`src/rtl/mac_arbiter.sv`:
```
// Round-robin arbiter that shares one external MAC among NREQ requesters.
// Each granted job streams req_len operand pairs into the MAC and returns one accumulated result.
module mac_arbiter #(
  parameter int NREQ  = 4,
  parameter int LEN_W = 8,
  parameter int TMO   = 15,
  localparam int IDW  = (NREQ > 1) ? $clog2(NREQ) : 1,
  localparam int TW   = (TMO > 0) ? $clog2(TMO + 1) : 1
) (
  input  logic                  clk,
  input  logic                  reset,
  input  logic [NREQ-1:0]       req,
  input  logic [NREQ*LEN_W-1:0] req_len,
  input  logic [NREQ-1:0]       op_valid,
  input  logic [NREQ*8-1:0]     op_a,
  input  logic [NREQ*8-1:0]     op_b,
  output logic [NREQ-1:0]       op_ready,
  output logic                  res_valid,
  output logic [IDW-1:0]        res_id,
  output logic [31:0]           res_data,
  output logic                  res_err,
  output logic                  mac_valid,
  output logic                  mac_clr,
  output logic [7:0]            mac_a,
  output logic [7:0]            mac_b,
  input  logic                  mac_done,
  input  logic [31:0]           mac_y
);

  typedef enum logic [2:0] {IDLE, CLEAR, FEED, ISSUE, WAIT, RESULT} state_t;

  state_t            state_q;
  logic [IDW-1:0]    rr_q, gnt_q, gnt_d;
  logic [LEN_W-1:0]  cnt_q;
  logic [TW-1:0]     tmo_q;
  logic [NREQ-1:0]   op_ready_q;
  logic              res_valid_q, res_err_q, zero_q;
  logic              mac_valid_q, mac_clr_q;
  logic [7:0]        mac_a_q, mac_b_q;
  logic              found;

  // First requesting index at or after the rr pointer, wrapping around.
  always_comb begin
    gnt_d = rr_q;
    found = 1'b0;
    for (int k = 0; k < NREQ; k++) begin
      if (!found && req[(int'(rr_q) + k) % NREQ]) begin
        gnt_d = IDW'((int'(rr_q) + k) % NREQ);
        found = 1'b1;
      end
    end
  end

  always_ff @(posedge clk or posedge reset) begin
    if (reset) begin
      state_q     <= IDLE;
      rr_q        <= '0;
      gnt_q       <= '0;
      cnt_q       <= '0;
      tmo_q       <= '0;
      op_ready_q  <= '0;
      res_valid_q <= 1'b0;
      res_err_q   <= 1'b0;
      zero_q      <= 1'b0;
      mac_valid_q <= 1'b0;
      mac_clr_q   <= 1'b0;
      mac_a_q     <= '0;
      mac_b_q     <= '0;
    end else begin
      case (state_q)
        IDLE: begin
          if (|req) begin
            gnt_q     <= gnt_d;
            cnt_q     <= req_len[int'(gnt_d)*LEN_W +: LEN_W];
            mac_clr_q <= 1'b1;
            state_q   <= CLEAR;
          end
        end
        CLEAR: begin
          mac_clr_q <= 1'b0;
          res_err_q <= 1'b0;
          zero_q    <= (cnt_q == '0);
          if (cnt_q != '0) begin
            op_ready_q <= NREQ'(1) << gnt_q;
            state_q    <= FEED;
          end else begin
            res_valid_q <= 1'b1;
            state_q     <= RESULT;
          end
        end
        FEED: begin
          if (op_valid[gnt_q]) begin
            mac_a_q     <= op_a[int'(gnt_q)*8 +: 8];
            mac_b_q     <= op_b[int'(gnt_q)*8 +: 8];
            op_ready_q  <= '0;
            mac_valid_q <= 1'b1;
            state_q     <= ISSUE;
          end
        end
        ISSUE: begin
          mac_valid_q <= 1'b0;
          tmo_q       <= TW'(TMO);
          state_q     <= WAIT;
        end
        WAIT: begin
          // A completion arriving on the last timeout cycle still counts as success.
          if (mac_done) begin
            tmo_q <= '0;
            cnt_q <= cnt_q - LEN_W'(1);
            if (cnt_q == LEN_W'(1)) begin
              res_valid_q <= 1'b1;
              state_q     <= RESULT;
            end else begin
              op_ready_q <= NREQ'(1) << gnt_q;
              state_q    <= FEED;
            end
          end else if (tmo_q == TW'(1) || tmo_q == '0) begin
            tmo_q       <= '0;
            res_err_q   <= 1'b1;
            res_valid_q <= 1'b1;
            state_q     <= RESULT;
          end else begin
            tmo_q <= tmo_q - TW'(1);
          end
        end
        RESULT: begin
          res_valid_q <= 1'b0;
          res_err_q   <= 1'b0;
          zero_q      <= 1'b0;
          rr_q        <= (gnt_q == IDW'(NREQ - 1)) ? '0 : gnt_q + IDW'(1);
          state_q     <= IDLE;
        end
        default: state_q <= IDLE;
      endcase
    end
  end

  // res_data follows mac_y during the RESULT cycle itself.
  assign res_data  = (res_valid_q && !zero_q) ? mac_y : '0;
  assign res_id    = res_valid_q ? gnt_q : '0;
  assign res_valid = res_valid_q;
  assign res_err   = res_err_q;
  assign op_ready  = op_ready_q;
  assign mac_valid = mac_valid_q;
  assign mac_clr   = mac_clr_q;
  assign mac_a     = mac_a_q;
  assign mac_b     = mac_b_q;

endmodule

```
`config.mk`:
```
export PLATFORM = sky130hd
export DESIGN_NAME = mac_arbiter
export DESIGN_NICKNAME = d
export VERILOG_FILES = /design/src/rtl/mac_arbiter.sv
export SDC_FILE = /design/constraint.sdc
export NUM_CORES = 1
export LEC_CHECK = 0
export ABC_AREA = 0
export BUFFER_PORTS_ARGS = -buffer_cell sky130_fd_sc_hd__buf_4
export CAP_MARGIN = 20
export CORE_MARGIN = 2
export CORE_UTILIZATION = 47
export DETAILED_ROUTE_END_ITERATION = 16
export PLACE_DENSITY = 0.86
export SLEW_MARGIN = 10
export SYNTH_ARGS = -nofsm -noshare
export SYNTH_HDL_FRONTEND = slang
export SYNTH_SLANG_ARGS = --single-unit
```
`constraint.sdc`:
```
create_clock -name clk -period 3.3 [get_ports clk]
set_input_delay 0 -clock clk [delete_from_list [all_inputs] [get_ports clk]]
set_output_delay 0 -clock clk [all_outputs]
set_load 0.02 [all_outputs]
```
==> impl_metrics.py <==
metrics = {
    "run_status": {
        "status": "finished clean",
    },
    "timing": {
        "fmax_ghz": 0.420,
        "rsz0062_at_grt": "false",
        "setup_slack_ns": 0.919,
        "relSlewSlack_pct": 45.0,
        "min_period_ns": 2.38,
        "fin_skew_ns": 0.00775,
        "fin_tns_setup_ns": 0,
        "finalSetupViolations": 0,
        "finalCritPeriodShare_pct": 72.2,
        "drv_slew": 0,
        "hold_viol": 0,
        "tightestPinTransition_ns": 0.825,
    },
    "clock_tree": {
        "cts_tree": "built",
        "cts_buffer_depth": 2,
        "hold_buffers": 1,
        "numCtsBuffers": 5,
        "cts.sinks": 44,
        "cts_resized": 0,
        "h-tree-depth": 2,
        "clk_pin_slew_ns": 0.08,
        "clock_latency_ns": 0.30,
        "cts_root_buf": "clkbuf_8",
        "post_cts_buffers": 0,
    },
    "worst_setup_path": {
        "worstPathMaxFanout": 20,
        "critical_path_class": "flop to flop",
        "critPathLaunch": "state_q[2]",
        "worstPathRequired_ns": 3.50,
        "startpoint_type": "flop",
        "worstReg2RegStart": "state_q[2]",
        "arrival_ns": 2.58,
        "end_kind": "flop",
        "worst-r2r-setup-slack_ns": 0.92,
    },
    "placed_design": {
        "post-place-ws_ns": 1.01,
        "dp.cells": 614,
        "place_congestion": 0.865,
        "io_buffer_count": 196,
        "hpwl_mm": 8.58,
    },
    "cells_and_area": {
        "fill_cells": 493,
        "stdcell_count": 624,
        "syn_to_final_growth_pct": 51.6,
        "fin_nets": 675,
        "diodes": 0,
        "drive_gt1_share_pct": 48.5,
        "multi_input_area_um2": 2070,
        "final-seq-area_um2": 1100,
    },
    "floorplanning": {
        "die_x_um": 87.6,
        "coreArea_um2": 6790,
        "die_h_um": 87.6,
        "io_pins": 197,
        "rows": 30,
        "initial_core_util_pct": 48.4,
        "die_area_um2": 7680,
    },
    "logic_synthesis": {
        "synth_warnings": 0,
        "synth.avg_cell_area_um2": 9.81,
        "synth-edff-count": 0,
        "netlist_area_um2": 3290,
        "ys_top_cells_by_count": "dfrtp_1, and2_1, nand2_1, a21oi_1",
        "synth-seq-cells": 44,
        "syn-num-nets": 483,
        "yosysUniqueCellTypes": 58,
        "synth_most_common_cell": "dfrtp_1",
        "yosysSeqAreaShare_pct": 33.5,
        "synth_top_area_cell": "dfrtp_1",
        "synth_area_leaders": "dfrtp_1, mux4_2, and2_1",
        "async_flop_share_pct": 100,
        "synth_top_cell_area_share_pct": 33.5,
        "ys.flop_type": "dfrtp_1",
        "postSynthCellCount": 335,
    },
    "power": {
        "switching_share_pct": 44.6,
        "power_frac_comb_pct": 62.9,
        "ir_drop_mv": 0.521,
        "pwr-share-seq_pct": 26.1,
        "p_switching_mw": 1.83,
        "p_int_mw": 2.28,
        "powerDensity_nw_per_um2": 826,
        "cellLeakagePower_nw": 2.38,
        "p_clk_share_pct": 11.0,
    },
    "detailed_routing": {
        "drt_iter0_drc": 264,
        "wl_per_cell_um": 17.0,
        "postRouteWirelength_mm": 10.6,
        "detail-route-antenna-nets": 0,
        "drcViolationCount": 0,
        "vias_per_cell": 5.67,
        "vias": 3536,
        "first_pass_iters": 5,
    },
    "global_route": {
        "grt_pass1_vias": 3337,
        "antenna_found_initial": 0,
        "grt_pass1_wl_mm": 15.8,
        "grt_max_degree": 33,
        "grt_overflow_total": 0,
        "grtUsageTotal_pct": 26.2,
    },
    "job": {
        "drv_cap": 0,
    },
    "hold_path": {
        "hold_path_class": "input port to flop",
        "min_from": "req_len[27]",
    },
}
cell usage in the layout, fill, tap and decap left out, drive strengths merged, types with 8 or more instances in the layout:
cell type	Yosys	final
ha	9	9
dfrtp	44	44
mux4	18	18
o21ai	14	14
nor2	20	20
nand2	36	36
inv	9	9
mux2	20	20
a21oi	24	24
nor3	8	8
and2	36	36
buf	8	201
worst max-delay path, stage by stage, from the launching register on:
cell	delay (ns)
dfrtp_1	0.74
clkinv_1	0.43
nor2_2	0.41
nor3_1	0.17
a32o_1	0.25
a221oi_1	0.28
cell type report:
cell class	count	share of cell area (%)
Timing Repair Buffer	202	30.7
Inverter	10	0.754
Tap cell	96	2.41
Multi-Input combinational cell	264	41.5
Sequential cell	44	22.1
Clock buffer	7	1.93
Clock inverter	1	0.603
logic make-up (layout without fill, tap and decap cells):
family                   after synthesis  count (layout)  synth area share, %
adder cells (fa/ha/maj)                9               9                 3.43
AO/OA/AOI/OAI                         77              77                 15.9
buffers and inverters                 27             220                 3.54
flip-flops                            44              44                 33.5
multiplexers                          44              44                 21.0
XOR/XNOR                               2               2                0.533
AND/OR/NAND/NOR                      132             132                 22.0
power groups by stage:
stage	combinational, mW	clock, mW	sequential [mW]
after floorplan	1.60	0	1.15
after global placement	2.50	0	1.05
after detailed placement	2.58	0	1.08
after CTS	2.59	0.456	1.06
after global routing	2.79	0.486	1.11
final	2.59	0.454	1.07
per-stage QoR:
stage          area (um^2)  utilization [%]  hold slack [ns]  total power, mW
2_1_floorplan         3290                -            0.183             2.75
3_3_place_gp          4830             71.1            0.299             3.55
3_5_place_dp          4830             71.1            0.306             3.65
4_1_cts               4960             73.1           0.0509             4.11
5_1_grt               4980             73.3           0.0455             4.38
6_report              4980             73.3           0.0588             4.11
registers in the layout, summed over array words and instances, names as in the netlist:
register and count:
cnt_q 8, gnt_q 2, mac_a 8, mac_b 8
mac_clr 1, mac_valid 1, op_ready 4, res_err 1
res_valid 1, rr_q 2, state_q 3, tmo_q 4
zero_q 1
final timing paths:
kind,end,cells after the start
max,cnt_q[6],5
max in group asynchronous,mac_b[1],5
min,cnt_q[3],4
min in group asynchronous,cnt_q[6],3
max reg2reg,cnt_q[6],5
min reg2reg,mac_a[1],1
metal layers:
| metal | vias to the layer above | track usage, % | part of all wire (%) |
|---|---|---|---|
| met3 | 26 | 4.15 | 7.7 |
| met2 | 185 | 48.3 | 55 |
| met4 | 0 | 7.27 | 2.0 |
| met1 | 1714 | 31.8 | 36 |
| li1 | 1611 | - | - |
| met5 | - | 0 | 0 |
Power figures use the tool's default switching activity.
